<file path="src/rtl/lsu_pkg.sv">
// rtl/lsu_pkg.sv - funct3 codes, FSM encoding and store-merge helper for the load/store unit
package lsu_pkg;

    // RISC-V load width codes
    localparam logic [2:0] F3_LB  = 3'b000;
    localparam logic [2:0] F3_LH  = 3'b001;
    localparam logic [2:0] F3_LW  = 3'b010;
    localparam logic [2:0] F3_LBU = 3'b100;
    localparam logic [2:0] F3_LHU = 3'b101;

    // RISC-V store width codes
    localparam logic [2:0] F3_SB  = 3'b000;
    localparam logic [2:0] F3_SH  = 3'b001;
    localparam logic [2:0] F3_SW  = 3'b010;

    // FSM state encoding
    localparam logic [2:0] ST_IDLE     = 3'd0;
    localparam logic [2:0] ST_LOAD     = 3'd1;
    localparam logic [2:0] ST_STORE_RD = 3'd2;
    localparam logic [2:0] ST_STORE_WR = 3'd3;
    localparam logic [2:0] ST_DONE     = 3'd4;

    // Replace the addressed byte or half of old_word with the low bits of
    // wdata; a full-word store passes wdata through unchanged.
    function automatic logic [31:0] merge_store(
        input logic [31:0] old_word,
        input logic [31:0] wdata,
        input logic [2:0]  f3,
        input logic [1:0]  off
    );
        logic [31:0] w;
        w = old_word;
        case (f3[1:0])
            2'b00: begin
                case (off)
                    2'd0:    w[7:0]   = wdata[7:0];
                    2'd1:    w[15:8]  = wdata[7:0];
                    2'd2:    w[23:16] = wdata[7:0];
                    default: w[31:24] = wdata[7:0];
                endcase
            end
            2'b01: begin
                if (off[1]) w[31:16] = wdata[15:0];
                else        w[15:0]  = wdata[15:0];
            end
            default: w = wdata;
        endcase
        return w;
    endfunction

endpackage

</file>
<file path="src/rtl/lsu_load_extend.sv">
// rtl/lsu_load_extend.sv - byte/half lane select with sign or zero extension for loads
//   word     : full word read from memory
//   byte_off : addr[1:0] of the access
//   funct3   : load width code
//   data     : extended load result
module lsu_load_extend
    import lsu_pkg::*;
(
    input  logic [31:0] word,
    input  logic [1:0]  byte_off,
    input  logic [2:0]  funct3,
    output logic [31:0] data
);

    logic [7:0]  sel_byte;
    logic [15:0] sel_half;

    always_comb begin
        case (byte_off)
            2'd0:    sel_byte = word[7:0];
            2'd1:    sel_byte = word[15:8];
            2'd2:    sel_byte = word[23:16];
            default: sel_byte = word[31:24];
        endcase
        sel_half = byte_off[1] ? word[31:16] : word[15:0];

        case (funct3)
            F3_LB:   data = {{24{sel_byte[7]}}, sel_byte};
            F3_LH:   data = {{16{sel_half[15]}}, sel_half};
            F3_LBU:  data = {24'd0, sel_byte};
            F3_LHU:  data = {16'd0, sel_half};
            default: data = word;
        endcase
    end

endmodule

</file>
<file path="src/rtl/load_store_unit.sv">
// rtl/load_store_unit.sv - multi-cycle byte/half/word load-store unit over a word-wide memory
//   clk, reset          : clock (rising) and asynchronous active-high reset
//   start, is_store     : request strobe (taken only in IDLE) and direction
//   funct3, addr        : RISC-V width code and byte address
//   store_data          : store source value
//   load_data           : extended load result, held until the next load completes
//   busy, done, err     : not-idle flag, one-cycle completion pulse, fault flag (valid with done)
//   mem_*               : word-aligned memory port, mem_rdata is a combinational read
// Optional feature macro: LSU_MISALIGN_TRAP_EN (fault misaligned half/word accesses
// instead of masking the low address bits).
module load_store_unit
    import lsu_pkg::*;
#(
    parameter int DMEM_BYTES = 32
) (
    input  logic        clk,
    input  logic        reset,
    input  logic        start,
    input  logic        is_store,
    input  logic [2:0]  funct3,
    input  logic [31:0] addr,
    input  logic [31:0] store_data,
    output logic [31:0] load_data,
    output logic        busy,
    output logic        done,
    output logic        err,
    output logic [31:0] mem_addr,
    output logic [31:0] mem_wdata,
    output logic        mem_store,
    output logic        mem_load,
    output logic        mem_en,
    input  logic [31:0] mem_rdata
);

    localparam logic [32:0] MEM_LIMIT = 33'(DMEM_BYTES);

    logic [2:0]  state_q,     state_d;
    logic [2:0]  funct3_q,    funct3_d;
    logic [31:0] addr_q,      addr_d;
    logic [31:0] sdata_q,     sdata_d;
    logic [31:0] rdata_q,     rdata_d;
    logic [31:0] load_data_q, load_data_d;
    logic        err_q,       err_d;

    logic        f3_ok;
    logic        misalign;
    logic        range_fault;
    logic        fault;
    logic [31:0] eff_addr;
    logic [32:0] last_byte;
    logic [31:0] ext_data;

    // Request qualification, evaluated on the raw inputs at the start edge.
    always_comb begin
        if (is_store) begin
            f3_ok = (funct3 == F3_SB) || (funct3 == F3_SH) || (funct3 == F3_SW);
        end else begin
            f3_ok = (funct3 == F3_LB)  || (funct3 == F3_LH) || (funct3 == F3_LW) ||
                    (funct3 == F3_LBU) || (funct3 == F3_LHU);
        end

`ifdef LSU_MISALIGN_TRAP_EN
        misalign = ((funct3[1:0] == 2'b01) && addr[0]) ||
                   ((funct3[1:0] == 2'b10) && (addr[1:0] != 2'b00));
        eff_addr = addr;
`else
        // Misaligned accesses are forced onto their natural boundary.
        misalign = 1'b0;
        case (funct3[1:0])
            2'b01:   eff_addr = {addr[31:1], 1'b0};
            2'b10:   eff_addr = {addr[31:2], 2'b00};
            default: eff_addr = addr;
        endcase
`endif

        // Last byte of the addressed word, one bit wider so addr near 2^32 cannot wrap.
        last_byte   = {1'b0, addr[31:2], 2'b11};
        range_fault = last_byte >= MEM_LIMIT;
        fault       = range_fault || !f3_ok || misalign;
    end

    lsu_load_extend u_extend (
        .word     (mem_rdata),
        .byte_off (addr_q[1:0]),
        .funct3   (funct3_q),
        .data     (ext_data)
    );

    always_comb begin
        state_d     = state_q;
        funct3_d    = funct3_q;
        addr_d      = addr_q;
        sdata_d     = sdata_q;
        rdata_d     = rdata_q;
        load_data_d = load_data_q;
        err_d       = err_q;

        case (state_q)
            ST_IDLE: begin
                if (start) begin
                    funct3_d = funct3;
                    addr_d   = eff_addr;
                    sdata_d  = store_data;
                    err_d    = fault;
                    if (fault) begin
                        state_d = ST_DONE;
                    end else if (!is_store) begin
                        state_d = ST_LOAD;
                    end else if (funct3 == F3_SW) begin
                        // Full-word store needs no read-modify-write.
                        state_d = ST_STORE_WR;
                    end else begin
                        state_d = ST_STORE_RD;
                    end
                end
            end
            ST_LOAD: begin
                load_data_d = ext_data;
                state_d     = ST_DONE;
            end
            ST_STORE_RD: begin
                rdata_d = mem_rdata;
                state_d = ST_STORE_WR;
            end
            ST_STORE_WR: begin
                state_d = ST_DONE;
            end
            default: begin
                state_d = ST_IDLE;
            end
        endcase
    end

    always_ff @(posedge clk or posedge reset) begin
        if (reset) begin
            state_q     <= ST_IDLE;
            funct3_q    <= 3'd0;
            addr_q      <= 32'd0;
            sdata_q     <= 32'd0;
            rdata_q     <= 32'd0;
            load_data_q <= 32'd0;
            err_q       <= 1'b0;
        end else begin
            state_q     <= state_d;
            funct3_q    <= funct3_d;
            addr_q      <= addr_d;
            sdata_q     <= sdata_d;
            rdata_q     <= rdata_d;
            load_data_q <= load_data_d;
            err_q       <= err_d;
        end
    end

    // Moore outputs decoded from state only; address/data are zero when idle.
    always_comb begin
        busy      = (state_q != ST_IDLE);
        done      = (state_q == ST_DONE);
        mem_load  = (state_q == ST_LOAD) || (state_q == ST_STORE_RD);
        mem_store = (state_q == ST_STORE_WR);
        mem_en    = mem_load || mem_store;
        mem_addr  = mem_en ? {addr_q[31:2], 2'b00} : 32'd0;
        mem_wdata = mem_store ? merge_store(rdata_q, sdata_q, funct3_q, addr_q[1:0]) : 32'd0;
        err       = err_q;
        load_data = load_data_q;
    end

endmodule

</file>
<file path="config.mk">
export PLATFORM = sky130hd
export DESIGN_NAME = load_store_unit
export DESIGN_NICKNAME = d
export VERILOG_FILES = /design/src/rtl/lsu_pkg.sv /design/src/rtl/lsu_load_extend.sv /design/src/rtl/load_store_unit.sv
export SDC_FILE = /design/constraint.sdc
export NUM_CORES = 1
export LEC_CHECK = 0
export ABC_CLOCK_PERIOD_IN_PS = 4780
export CAP_MARGIN = 10
export CORE_ASPECT_RATIO = 0.5
export CORE_MARGIN = 8
export CORE_UTILIZATION = 45
export DETAILED_ROUTE_END_ITERATION = 10
export PLACE_DENSITY = 0.77
export RECOVER_POWER = 25
export SYNTH_ARGS = -nofsm -noshare
export SYNTH_HDL_FRONTEND = slang
export SYNTH_SLANG_ARGS = --single-unit
export TNS_END_PERCENT = 20
</file>
<file path="constraint.sdc">
create_clock -name clk -period 4.78 [get_ports clk]
set_input_delay 0.717 -clock clk [delete_from_list [all_inputs] [get_ports clk]]
set_output_delay 0.717 -clock clk [all_outputs]
set_load 0.01 [all_outputs]
</file>
* After elaboration in Yosys (flattened, before gate mapping)
Cells that the tools add are included.
** Operators by class
- Add/sub/neg operators :: 0
- $mul :: 0
- Divide/modulo/power cells :: 0
- $lt $le $gt $ge :: 1
- Eq/ne operators :: 17
- Shift-type cells :: 0
- Mux-type cells :: 19
- Bitwise gates (word level) :: 0
- Reductions and logical operators :: 17
** Operators by type and width (number)
- 32-bit one-hot mux with 4 select lines :: 1
- 32-bit two-way mux :: 2
- 32-bit one-hot mux with 2 select lines :: 1
- 16-bit two-way mux :: 3
- 32-bit by 6-bit greater-or-equal comparator with 1-bit output, second input constant :: 1
- 8-bit two-way mux :: 4
- 8-bit one-hot mux with 3 select lines :: 1
- 3-bit equality test, second input constant :: 5
- 3-bit by 1-bit equality test with 1-bit output, second input constant :: 3
- 3-bit by 2-bit equality test with 1-bit output, second input constant :: 3
- 3-bit zero test :: 3
- 3-bit one-hot mux with 3 select lines :: 1
- 1-bit logical OR :: 7
- 2-bit by 1-bit equality test with 1-bit output, second input constant :: 3
- 3-bit two-way mux :: 2
- 2-bit equality test, second input constant :: 2
- 2-bit zero test :: 2
- 2-bit one-hot mux with 2 select lines :: 1
- 3-bit nonzero test :: 1
- 3-bit OR reduction :: 1
- 1-bit two-way mux :: 2
- 2-bit two-way mux :: 1
- 2-bit inequality test, second input constant :: 1
- 2-bit AND reduction :: 1
- other kinds (2) :: 2
** Word-level totals
- Flip-flop bits (word level) :: 135
- Latch bits :: 0
- Bits in writable memories :: 0
- ROM bits :: 0
- Output and inout port bits :: 102
- Word-level logic and storage cells :: 61
- Memories kept :: 0

* Depth between registers and ports, before layout
Gate-level depths: netlist of the first run.
- Word-level depth :: 11
- Mapped depth :: 7

* By module
From an unflattened synthesis of the first run, not the netlist that was laid out.
** Unflattened totals
- Cell total of the unflattened synthesis :: 607
- Area total of the unflattened synthesis :: 7056.8 µm²
** Modules (own cells, without submodules)
- load_store_unit :: instances 1, cells each 476, area an instance 6333.6 µm²
- lsu_load_extend :: instances 1, cells each 131, area an instance 723.2 µm²

* Worst setup path before layout of the first run
No wires, ideal clock.
- Path kind :: register to output
- Start :: register funct3_q[0]
- End :: output mem_wdata[20]
- Arrival :: 1.719 ns
- Path slack :: 2.344 ns
- Stages on the path, launching flop included :: 7
- Path buffers :: 3
- Cell sequence :: dfrtp_1 -> clkbuf_1 -> nand2b_1 -> clkbuf_1 -> clkbuf_1 -> nand3_1 -> a311oi_1
** Between the ends
- Cells in the longest elaborated chain, start to end :: 3
- Elaborated cells between the ends (all ways) :: 4
- Those cells by class :: 1 x eq/ne; 2 x mux; 1 x reduce/logical
** Ends and longest elaborated chain
- start: declaration :: line load_store_unit.sv:38 : logic [2:0] funct3_q, funct3_d;
- start signal: assignment :: line load_store_unit.sv:145 : funct3_q <= funct3_d;
- 2-bit by 1-bit equality test with 1-bit output / 2-bit zero test (equally long branches) :: line lsu_pkg.sv:33 : case (f3[1:0])
- 32-bit one-hot mux with 2 select lines * :: line lsu_pkg.sv:33
- 32-bit two-way mux * :: line load_store_unit.sv:162 : mem_wdata = mem_store ? merge_store(rdata_q, sdata_q, funct3_q, addr_q[1:0]) : 32'd0;
- end: declaration :: line load_store_unit.sv:28 : output logic [31:0] mem_wdata,
Mark *: on every way between the ends. The rest lies on a longest branch, timed or not.

* Worst setup path in the final report of the first run
- Start :: register funct3_q[0]
- End :: output mem_wdata[3]
Same word-level chain as after synthesis.

==> qor.csv, run 1 <==
metric,value,unit
Max clock buf depth,2,
cell accounting for the most synthesized area,dfrtp_1,
power per cell area,316,mW/mm2
crit-path max FO,29,
Final Hold Slack,0.492,ns
htree depth,4,
Hold Path Origin,load_data[27]$_DFFE_PP0P_,
Nets,948,
post-synth top area share,50.0,%
Synth cell types,47,
core area,0.0146,mm2
Crit. End Element,primary output,
Pint,2.17,mW
Post-CTS Repair Setup Buffers,0,
"Slew Viols, Final",119,
run status,finished with violations,
flop2flop setup slack,2.03,ns
vias in the first global route,6005,
Root Buffer,clkbuf_16,
sequential area share after synthesis,50.0,%
mapped cell area,0.00676,mm2
first-pass GRT wire length,34000,um
Setup CP Type,register to primary output,
WL final,22100,um
clock share of power,42.0,%
RSZ-0062 raised after global routing,no,
DR vias,5892,
Max-slew headroom,-115,%
Critical Path Start Type,register,
Total GRT Usage,22.7,%
die area,0.0194,mm2
layout cell share with drive strength beyond 1,17.2,%
ys async rst share,100,%
clk slew on worst S/H paths,0.06,ns
Avg WL per Cell,21.0,um
Layout area overhead,40.2,%
"Req. time, crit path",4.06,ns
Switching Fraction,27.4,%
Worst Skew,0.00854,ns
total power,3.00,mW
Antenna Nets Post-Route,0,
vias per cell,5.60,
largest net degree at the start of global routing,85,
worst r2r path cells,3,
R2R Path End,rdata_q[23]$_DFFE_PP0P_,
n_diodes,0,
worst hold endpoint,load_data[27]$_DFFE_PP0P_,
fin crit period,3.99,ns
RePlAce Congestion,0.918,
max-cap viol count,2,
HP Class,register to register,
Final setup viols,0,
"IR drop worst, VDD",0.218,mV
die width,189,um
CP cell instances,nor2b_1 -> o21ai_1 -> nand2_1 -> a21oi_1 -> clkdlybuf4s50_1,
First-pass DRT Iterations,5,
top post-synthesis cells by count,"135 x dfrtp_1, 92 x mux2_2, 88 x nand2_1",
Post-synth EDFFs,0,
Lkg Pwr,3.93,nW
post_cts resized,0,
"count leader, synth",dfrtp_1,
sw power,0.822,mW
cts hold-fix bufs,0,
remaining global-route overflow,0,
Slew @ Worst Pin,3.22,ns
CTS Buf Count,17,
Yosys warning count,0,
Comb pwr share,14.1,%
DR iter-0 viols,608,
# rows,31,
critical path arrival,3.27,ns
hpwl dp,16400,um
number of antenna violations at the first check in global routing,1,
crit-path max cell delay,0.96,ns
Die H,103,um
CP max stage cell,dfrtp_1,
I/O Buffers,202,
TritonCTS clock tree,done,
critical register-to-register path startpoint,state_q[2]$_DFFE_PP0P_,
Hold Path Depth,2,
Non-Filler Instances,1053,
clock latency at the later pin of the worst-skew pair,0.42,ns
post-route cell area,0.00948,mm2
final hold vios,0,
Gate Count Post-Synth,661,
clk sink count,135,
fmax,0.251,GHz
Fill cells,1144,
commonest register cell after synthesis,dfrtp_1,
Synth Register Bits,135,
# DRC,0,
initial cell density of the core,46.3,%
setup TNS,0,ns
failing checks,"max-capacitance violations, max-slew violations",
placed cells,1021,
Final period util,83.5,%
ranking of synthesized cells by area,"dfrtp_1 50%, mux2_2 15%, nand2_1 4.9%, o21ai_0 2.9%, and2_1 2.9%",
# IOs,205,
syn_area_per_cell,10.2,um2
Flop pwr share,43.9,%
post-place instance area,0.00893,mm2
-- cell families after synthesis --
group,after synthesis,share of synthesized area (%)
buffers and inverters,66,4.06
other,1,0.0555
adder cells (fa/ha/maj),3,0.556
flip-flops,135,50.0
AO/OA/AOI/OAI,120,11.3
multiplexers,98,16.4
AND/OR/NAND/NOR,238,17.6
-- power groups by stage --
stage	clock (mW)	combinational, mW	sequential, mW
after floorplan	0	0.277	1.28
after global placement	0	0.411	1.33
after detailed placement	0	0.419	1.33
after CTS	1.27	0.421	1.31
after global routing	1.32	0.460	1.33
final	1.26	0.422	1.32
-- critical path, delay by kind of cell, from the launching register on --
kind / cells / cell delay [ns]
AOI/OAI and AO/OA: 2 / 0.76
buffers and inverters: 1 / 0.60
DFF: 1 / 0.96
and+or+nand+nor: 2 / 0.53
-- worst max path at each step --
stage	startpoint	end	slack [ns]	cells past startpoint
2_1_floorplan	reset	addr_q[0]$_DFFE_PP0P_	0.45	1
3_3_place_gp	funct3_q[0]$_DFFE_PP0P_	mem_wdata[23]	1.37	5
3_5_place_dp	funct3_q[0]$_DFFE_PP0P_	mem_wdata[3]	1.33	5
4_1_cts	funct3_q[0]$_DFFE_PP0P_	mem_wdata[3]	0.85	5
5_1_grt	reset	rdata_q[20]$_DFFE_PP0P_	0.35	2
6_report	funct3_q[0]$_DFFE_PP0P_	mem_wdata[3]	0.79	5
-- sequential cells by signal, indices dropped and copies added, names as in the netlist --
name and count:
addr_q 32, err 1, state_q 3, sdata_q 32, load_data 32, rdata_q 32, funct3_q 3
-- cells in the final DEF (no fill, tap or decap), drive strengths merged, types with 2 or more instances in the layout --
cell type,netlist,final
a211oi,2,2
a21o,7,7
a21oi,28,28
a221oi,8,8
a22oi,14,14
a311oi,8,8
a31oi,3,3
and2,31,31
buf,13,8
clkbuf,37,20
clkdlybuf4s50,0,201
clkinv,0,5
clkinvlp,0,4
conb,1,2
dfrtp,135,135
ha,3,3
inv,16,19
mux2,92,92
mux2i,5,5
nand2,88,88
nand2b,9,9
nand3,42,42
nand3b,2,2
nor2,30,30
nor2b,5,5
nor3,10,10
nor3b,2,2
nor4,5,5
o21ai,40,40
o21ba,2,2
o221ai,2,2
or2,2,2
or3,8,8
-- final cells by class --
class                   instances  area (um2)  share of cell area [%]
inverters                      16        60.1                   0.634
clock buffers                  19         443                    4.67
repair buffers                211        2110                    22.3
flip-flops and latches        135        3380                    35.7
multi-input cells             461        3110                    32.9
clock inverters                13         123                    1.29
well taps                     198         248                    2.61
-- through the flow --
| step | worst slack (ns) | util (%) |
|---|---|---|
| 2_1_floorplan | 0.452 | - |
| 3_3_place_gp | 1.37 | 61.2 |
| 3_5_place_dp | 1.33 | 61.2 |
| 4_1_cts | 0.854 | 65.1 |
| 5_1_grt | 0.346 | 65.0 |
| 6_report | 0.789 | 65.0 |
-- metal layers --
layer	part of all wire [%]	up-vias	track usage [%]
met2	47	252	36.6
met3	10	40	7.97
met1	40	2909	28.1
met5	0.059	-	0
li1	-	2689	-
met4	2.5	2	8.78
(Power assumes the default switching activity.)
==> inputs of run 2 (changes only) <==
- ABC_CLOCK_PERIOD_IN_PS: 4780 -> 4200
- clock period: 4.78 -> 4.2 ns (I/O delays scaled with it)
==> run 2 against run 1 <==
Effect of this change: the run still ends with max-capacitance violations, max-slew violations left; clock skew up 0.0024 ns; die area unchanged; design area up 0.91%; sequential power up 13%; non-clock buffer count up 5; total power up 20%; global-route usage up 0.57 points; worst setup slack worse by 0.18 ns; critical path depth up 1; worst hold slack worse by 0.0026 ns; critical path type unchanged; critical endpoint is now mem_wdata[10]; largest power group is now the clock network.
==> qor.csv, run 2 (synthesis gave the netlist of run 1 again) <==
metric,value,unit,change
Avg WL per Cell,21.5,um,was 21.0 um
initial cell density of the core,46.3,%,unchanged
TritonCTS clock tree,done,,unchanged
HP Class,register to register,,unchanged
CTS Buf Count,17,,unchanged
Layout area overhead,41.5,%,was 40.2%
Worst Skew,0.0110,ns,was 0.00854 ns
Root Buffer,clkbuf_16,,unchanged
critical path capture point,mem_wdata[10],,was mem_wdata[3]
launch point of the worst path,state_q[2]$_DFFE_PP0P_,,was funct3_q[0]$_DFFE_PP0P_
post-place instance area,0.00897,mm2,was 0.00893 mm2
first-pass GRT wire length,35100,um,was 34000 um
number of antenna violations at the first check in global routing,0,,was 1
"IR drop worst, VDD",0.205,mV,was 0.218 mV
Total GRT Usage,23.3,%,was 22.7%
WL final,22700,um,was 22100 um
GRT met1 Usage,28.8,%,was 28.1%
hpwl dp,16400,um,about the same
GR Layer Usage met3,9.15,%,was 7.97%
critical path arrival,2.96,ns,was 3.27 ns
clock latency at the later pin of the worst-skew pair,0.42,ns,about the same
post-route cell area,0.00956,mm2,was 0.00948 mm2
post_cts resized,0,,unchanged
clk slew on worst S/H paths,0.06,ns,about the same
DR iter-0 viols,561,,was 608
largest net degree at the start of global routing,60,,was 85
vias in the first global route,6130,,was 6005
Final period util,85.4,%,
Final Util,65.6,%,was 65.0%
"Slew Viols, Final",140,,was 119
n_diodes,0,,unchanged
Setup CP Type,register to primary output,,unchanged
"Req. time, crit path",3.57,ns,was 4.06 ns
setup TNS,0,ns,unchanged
First-pass DRT Iterations,5,,unchanged
cts hold-fix bufs,0,,unchanged
Final setup viols,0,,unchanged
busiest grt layer,met2,,unchanged
htree depth,4,,unchanged
met2 GRT Util,36.9,%,was 36.6%
Slew @ Worst Pin,2.13,ns,was 3.22 ns
layout cell share with drive strength beyond 1,18.0,%,was 17.2%
most frequent cells in the layout,"201 x clkdlybuf4s50_1, 135 x dfrtp_1, 92 x mux2_2",,"was 201 x clkdlybuf4s50_1, 135 x dfrtp_1, 91 x mux2_2"
failing checks,"max-capacitance violations, max-slew violations",,unchanged
Nets,953,,was 948
placed cells,1026,,was 1021
Lkg Pwr,3.98,nW,was 3.93 nW
die width,189,um,unchanged
worst r2r path cells,3,,unchanged
RSZ-0062 raised after global routing,no,,unchanged
Max clock buf depth,2,,unchanged
clk sink count,135,,unchanged
final hold vios,0,,unchanged
RePlAce Congestion,0.881,,was 0.918
Crit. End Element,primary output,,unchanged
Die H,103,um,unchanged
vias per cell,5.62,,was 5.60
die area,0.0194,mm2,unchanged
fmax,0.279,GHz,
R2R Path End,rdata_q[10]$_DFFE_PP0P_,,was rdata_q[23]$_DFFE_PP0P_
Non-Filler Instances,1058,,was 1053
# rows,31,,unchanged
Antenna Nets Post-Route,0,,unchanged
core area,0.0146,mm2,unchanged
remaining global-route overflow,0,,unchanged
# IOs,205,,unchanged
power per cell area,375,mW/mm2,was 316 mW/mm2
# DRC,0,,unchanged
"most common cell after layout, fill and taps aside",clkdlybuf4s50_1,,unchanged
Post-CTS Repair Setup Buffers,0,,unchanged
run status,finished with violations,,unchanged
I/O Buffers,202,,unchanged
crit-path max FO,32,,was 29
Critical Path Start Type,register,,unchanged
max-cap viol count,3,,was 2
DR vias,5947,,was 5892
Max-slew headroom,-42.0,%,was -115%
flop2flop setup slack,1.32,ns,was 2.03 ns
critical register-to-register path startpoint,state_q[2]$_DFFE_PP0P_,,unchanged
fin crit period,3.59,ns,
==> run 2: stage by stage <==
stage	hold WS (ns)	power (mW)	setup slack, ns
finish	0.489	3.59	0.613
global route	0.514	3.72	0.254
CTS	0.496	3.61	0.581
detailed placement	0.482	2.00	1.04
global placement	0.470	1.98	1.10
floorplan	0.472	1.78	1.85
==> run 2: worst min-delay path by stage <==
stage                           endpoint  slack [ns]                      start  depth (start not counted)
5_1_grt           addr_q[19]$_DFFE_PP0P_        0.51     addr_q[19]$_DFFE_PP0P_                          1
3_3_place_gp    load_data[6]$_DFFE_PP0P_        0.47   load_data[6]$_DFFE_PP0P_                          2
3_5_place_dp    load_data[6]$_DFFE_PP0P_        0.48   load_data[6]$_DFFE_PP0P_                          2
6_report       load_data[26]$_DFFE_PP0P_        0.49  load_data[26]$_DFFE_PP0P_                          2
4_1_cts         load_data[5]$_DFFE_PP0P_        0.50   load_data[5]$_DFFE_PP0P_                          2
2_1_floorplan     addr_q[10]$_DFFE_PP0P_        0.47     addr_q[10]$_DFFE_PP0P_                          1
==> run 2: critical path, stage by stage (launching register included) <==
cell             delay, ns
dfrtp_1               0.42
nor2b_1               0.26
nand2_1               0.67
inv_1                 0.28
o221ai_1              0.15
a21oi_1               0.17
clkdlybuf4s50_1       0.59
==> run 2: where the power goes <==
group / leakage (nW) / switching, mW / internal [mW] / total (mW)
logic: 2.07 / 0.254 / 0.244 / 0.498
clock network: 0.302 / 0.634 / 0.969 / 1.60
registers: 1.61 / 0.0915 / 1.40 / 1.49
==> run 2: routing by layer <==
layer  wire length, um  share of wire (%)
met5                 0                  0
met2             10600                 46
met1              9300                 41
met4               475                2.1
met3              2390                 11
==> run 2: final cells by class <==
class / count / area (um2)
well taps: 198 / 248
flip-flops and latches: 135 / 3380
repair buffers: 216 / 2130
fillers: 1183 / 5020
clock buffers: 18 / 439
inverters: 16 / 61.3
multi-input cells: 461 / 3110
clock inverters: 14 / 189
==> inputs of run 3 (changes only) <==
- ABC_CLOCK_PERIOD_IN_PS: 4200 -> 3600
- CORE_UTILIZATION: 45 -> 48
- PLACE_DENSITY: 0.77 -> 0.81
- SYNTH_HIERARCHICAL: unset -> 1
- clock period: 4.2 -> 3.6 ns (I/O delays scaled with it)
==> run 3 against run 2 <==
Effect of this change: the run still ends with max-capacitance violations, max-slew violations left; sequential power rose by 17%; synthesized area rose by 4.4%; via count fell by 5.1%; clock power rose by 5%; critical endpoint is now mem_wdata[12].
==> qor.csv, run 3 <==
metric,value,unit,change
run status,finished with violations,,unchanged
failing checks,"max-capacitance violations, max-slew violations",,unchanged
Top delay family on crit path,simple AND/OR/NAND/NOR gates,,unchanged
Synth cell types,54,,was 47
Final Hold Slack,0.499,ns,was 0.489 ns
worst hold endpoint,addr_q[9]$_DFFE_PP0P_,,was load_data[26]$_DFFE_PP0P_
DR vias,5645,,was 5947
# IOs,205,,unchanged
"most common cell after layout, fill and taps aside",clkdlybuf4s50_1,,unchanged
Critical Path Start Type,register,,unchanged
First-pass DRT Iterations,6,,was 5
top post-synthesis cells by count,"135 x dfrtp_1, 100 x mux2_2, 38 x nand2_1, 38 x nor2_1, 31 x and2_1",,"was 135 x dfrtp_1, 92 x mux2_2, 88 x nand2_1"
fin crit period,3.24,ns,
crit-path max cell delay,0.70,ns,was 0.67 ns
post-synth top area share,47.9,%,was 50.0%
final hold vios,0,,unchanged
Flop pwr share,42.3,%,was 41.4%
# rows,31,,unchanged
Setup CP Type,register to primary output,,unchanged
Pint,2.90,mW,was 2.61 mW
sequential area share after synthesis,47.9,%,was 50.0%
post-route cell area,0.00971,mm2,was 0.00956 mm2
Die H,102,um,was 103 um
Lkg Pwr,4.28,nW,was 3.98 nW
ys async rst share,100,%,unchanged
Crit. End Element,primary output,,unchanged
Gate Count Post-Synth,607,,was 661
die width,187,um,was 189 um
clock latency at the later pin of the worst-skew pair,0.42,ns,about the same
Final setup viols,0,,unchanged
I/O Buffers,202,,unchanged
remaining global-route overflow,0,,unchanged
syn_area_per_cell,11.6,um2,was 10.2 um2
post-place instance area,0.00918,mm2,was 0.00897 mm2
ranking of synthesized cells by area,"dfrtp_1 48%, mux2_2 16%, mux2_4 4.3%, and2_1 2.7%, mux2i_1 2.4%",,"was dfrtp_1 50%, mux2_2 15%, nand2_1 4.9%, o21ai_0 2.9%, and2_1 2.9%"
hpwl dp,15500,um,was 16400 um
"Req. time, crit path",3.06,ns,was 3.57 ns
Switching Fraction,29.4,%,was 27.3%
initial cell density of the core,48.9,%,was 46.3%
max-cap viol count,1,,was 3
Root Buffer,clkbuf_16,,unchanged
CTS Buf Count,17,,unchanged
CP max stage cell,nor4_2,,was nand2_1
placed cells,976,,was 1026
Yosys warning count,6,,was 0
Synth Register Bits,135,,unchanged
"IR drop worst, VDD",0.319,mV,was 0.205 mV
clk slew on worst S/H paths,0.07,ns,was 0.06 ns
crit-path max FO,18,,was 32
R2R Path End,load_data[10]$_DFFE_PP0P_,,was rdata_q[10]$_DFFE_PP0P_
vias per cell,5.60,,was 5.62
critical path arrival,2.70,ns,was 2.96 ns
first-pass GRT wire length,32300,um,was 35100 um
Max clock buf depth,2,,unchanged
Nets,903,,was 953
number of antenna violations at the first check in global routing,1,,was 0
total power,4.11,mW,was 3.59 mW
htree depth,4,,unchanged
setup TNS,0,ns,unchanged
CP bufs+invs,1,,was 2
n_diodes,0,,unchanged
cell accounting for the most synthesized area,dfrtp_1,,unchanged
Post-CTS Repair Setup Buffers,0,,unchanged
die area,0.0191,mm2,was 0.0194 mm2
Non-Filler Instances,1008,,was 1058
Avg WL per Cell,20.8,um,was 21.5 um
power per cell area,424,mW/mm2,was 375 mW/mm2
RePlAce Congestion,0.852,,was 0.881
layout cell share with drive strength beyond 1,21.6,%,was 18.0%
largest net degree at the start of global routing,80,,was 60
Worst Skew,0.0123,ns,was 0.0110 ns
Fill cells,1098,,was 1183
Layout area overhead,37.6,%,was 41.5%
Total GRT Usage,21.5,%,was 23.3%
post_cts resized,0,,unchanged
CP cell instances,nor4_2 -> a222oi_1 -> nor2_1 -> clkdlybuf4s50_1,,was nor2b_1 -> nand2_1 -> inv_1 -> o221ai_1 -> a21oi_1 -> clkdlybuf4s50_1
sw power,1.21,mW,was 0.979 mW
flop2flop setup slack,0.91,ns,was 1.32 ns
Comb pwr share,16.9,%,was 13.9%
"count leader, synth",dfrtp_1,,unchanged
cts hold-fix bufs,0,,unchanged
HP Class,register to register,,unchanged
Final period util,90.0,%,
clk sink count,135,,unchanged
# DRC,0,,unchanged
vias in the first global route,5687,,was 6130
fmax,0.309,GHz,
worst r2r path cells,6,,was 3
clock share of power,40.8,%,was 44.7%
critical register-to-register path startpoint,addr_q[1]$_DFFE_PP0P_,,was state_q[2]$_DFFE_PP0P_
Hold Path Depth,1,,was 2
"Slew Viols, Final",80,,was 140
mapped cell area,0.00706,mm2,was 0.00676 mm2
DR iter-0 viols,480,,was 561
Hold Path Origin,addr_q[9]$_DFFE_PP0P_,,was load_data[26]$_DFFE_PP0P_
WL final,21000,um,was 22700 um
commonest register cell after synthesis,dfrtp_1,,unchanged
most frequent cells in the layout,"201 x clkdlybuf4s50_1, 135 x dfrtp_1, 100 x mux2_2",,"was 201 x clkdlybuf4s50_1, 135 x dfrtp_1, 92 x mux2_2"
Post-synth EDFFs,0,,unchanged
Antenna Nets Post-Route,0,,unchanged
Slew @ Worst Pin,2.00,ns,was 2.13 ns
core area,0.0144,mm2,was 0.0146 mm2
RSZ-0062 raised after global routing,no,,unchanged
TritonCTS clock tree,done,,unchanged
Max-slew headroom,-33.6,%,was -42.0%
run 3: power by group through the flow:
stage               Combinational (mW)  Sequential [mW]  Clock [mW]
floorplan                        0.491             1.71           0
detailed placement               0.695             1.76           0
CTS                              0.700             1.74        1.71
global placement                 0.674             1.76           0
global route                     0.755             1.75        1.76
finish                           0.696             1.74        1.68
run 3: layer usage:
layer	GRT usage, %	up-vias	share of wire [%]
met1	27.1	2773	41
li1	-	2564	-
met4	7.46	2	1.8
met2	34.4	268	47
met5	0	-	0.048
met3	7.46	38	9.5
run 3: cells by family after synthesis:
kind of cell	after synthesis	synth area share, %
simple gates	171	12.8
mux	145	23.9
flops	135	47.9
compound gates	97	10.2
buf+inv	55	4.65
fa+ha+maj	3	0.532
other cells	1	0.0531
run 3: worst max-delay path by stage:
stage	start	to	cells after the start
2_1_floorplan	reset	addr_q[0]$_DFFE_PP0P_	1
3_3_place_gp	addr_q[0]$_DFFE_PP0P_	mem_wdata[30]	5
3_5_place_dp	addr_q[1]$_DFFE_PP0P_	mem_wdata[12]	4
4_1_cts	addr_q[1]$_DFFE_PP0P_	mem_wdata[12]	4
5_1_grt	addr_q[0]$_DFFE_PP0P_	mem_wdata[26]	5
6_report	addr_q[1]$_DFFE_PP0P_	mem_wdata[12]	4
run 3: worst reg2reg max path: cells and delay by family (launching register included):
kind                   cells  cell delay [ns]
and+or+nand+nor            2             1.03
muxes                      1             0.15
AOI/OAI and AO/OA          2             0.30
buffers and inverters      1             0.37
DFF                        1             0.78
run 3: cell type report:
type | count | area (um2) | share of cell area [%]
multi-input combinational | 418 | 3360 | 34.6
tap | 198 | 248 | 2.55
inverter | 12 | 46.3 | 0.477
clock buffer | 17 | 425 | 4.38
timing repair buffer | 213 | 2110 | 21.8
sequential | 135 | 3380 | 34.8
clock inverter | 15 | 135 | 1.39
run 3: stage by stage:
step           setup WS (ns)  util [%]
5_1_grt                0.227      67.3
6_report               0.362      67.3
2_1_floorplan           1.38         -
3_3_place_gp           0.886      63.6
3_5_place_dp           0.841      63.6
4_1_cts                0.385      67.5
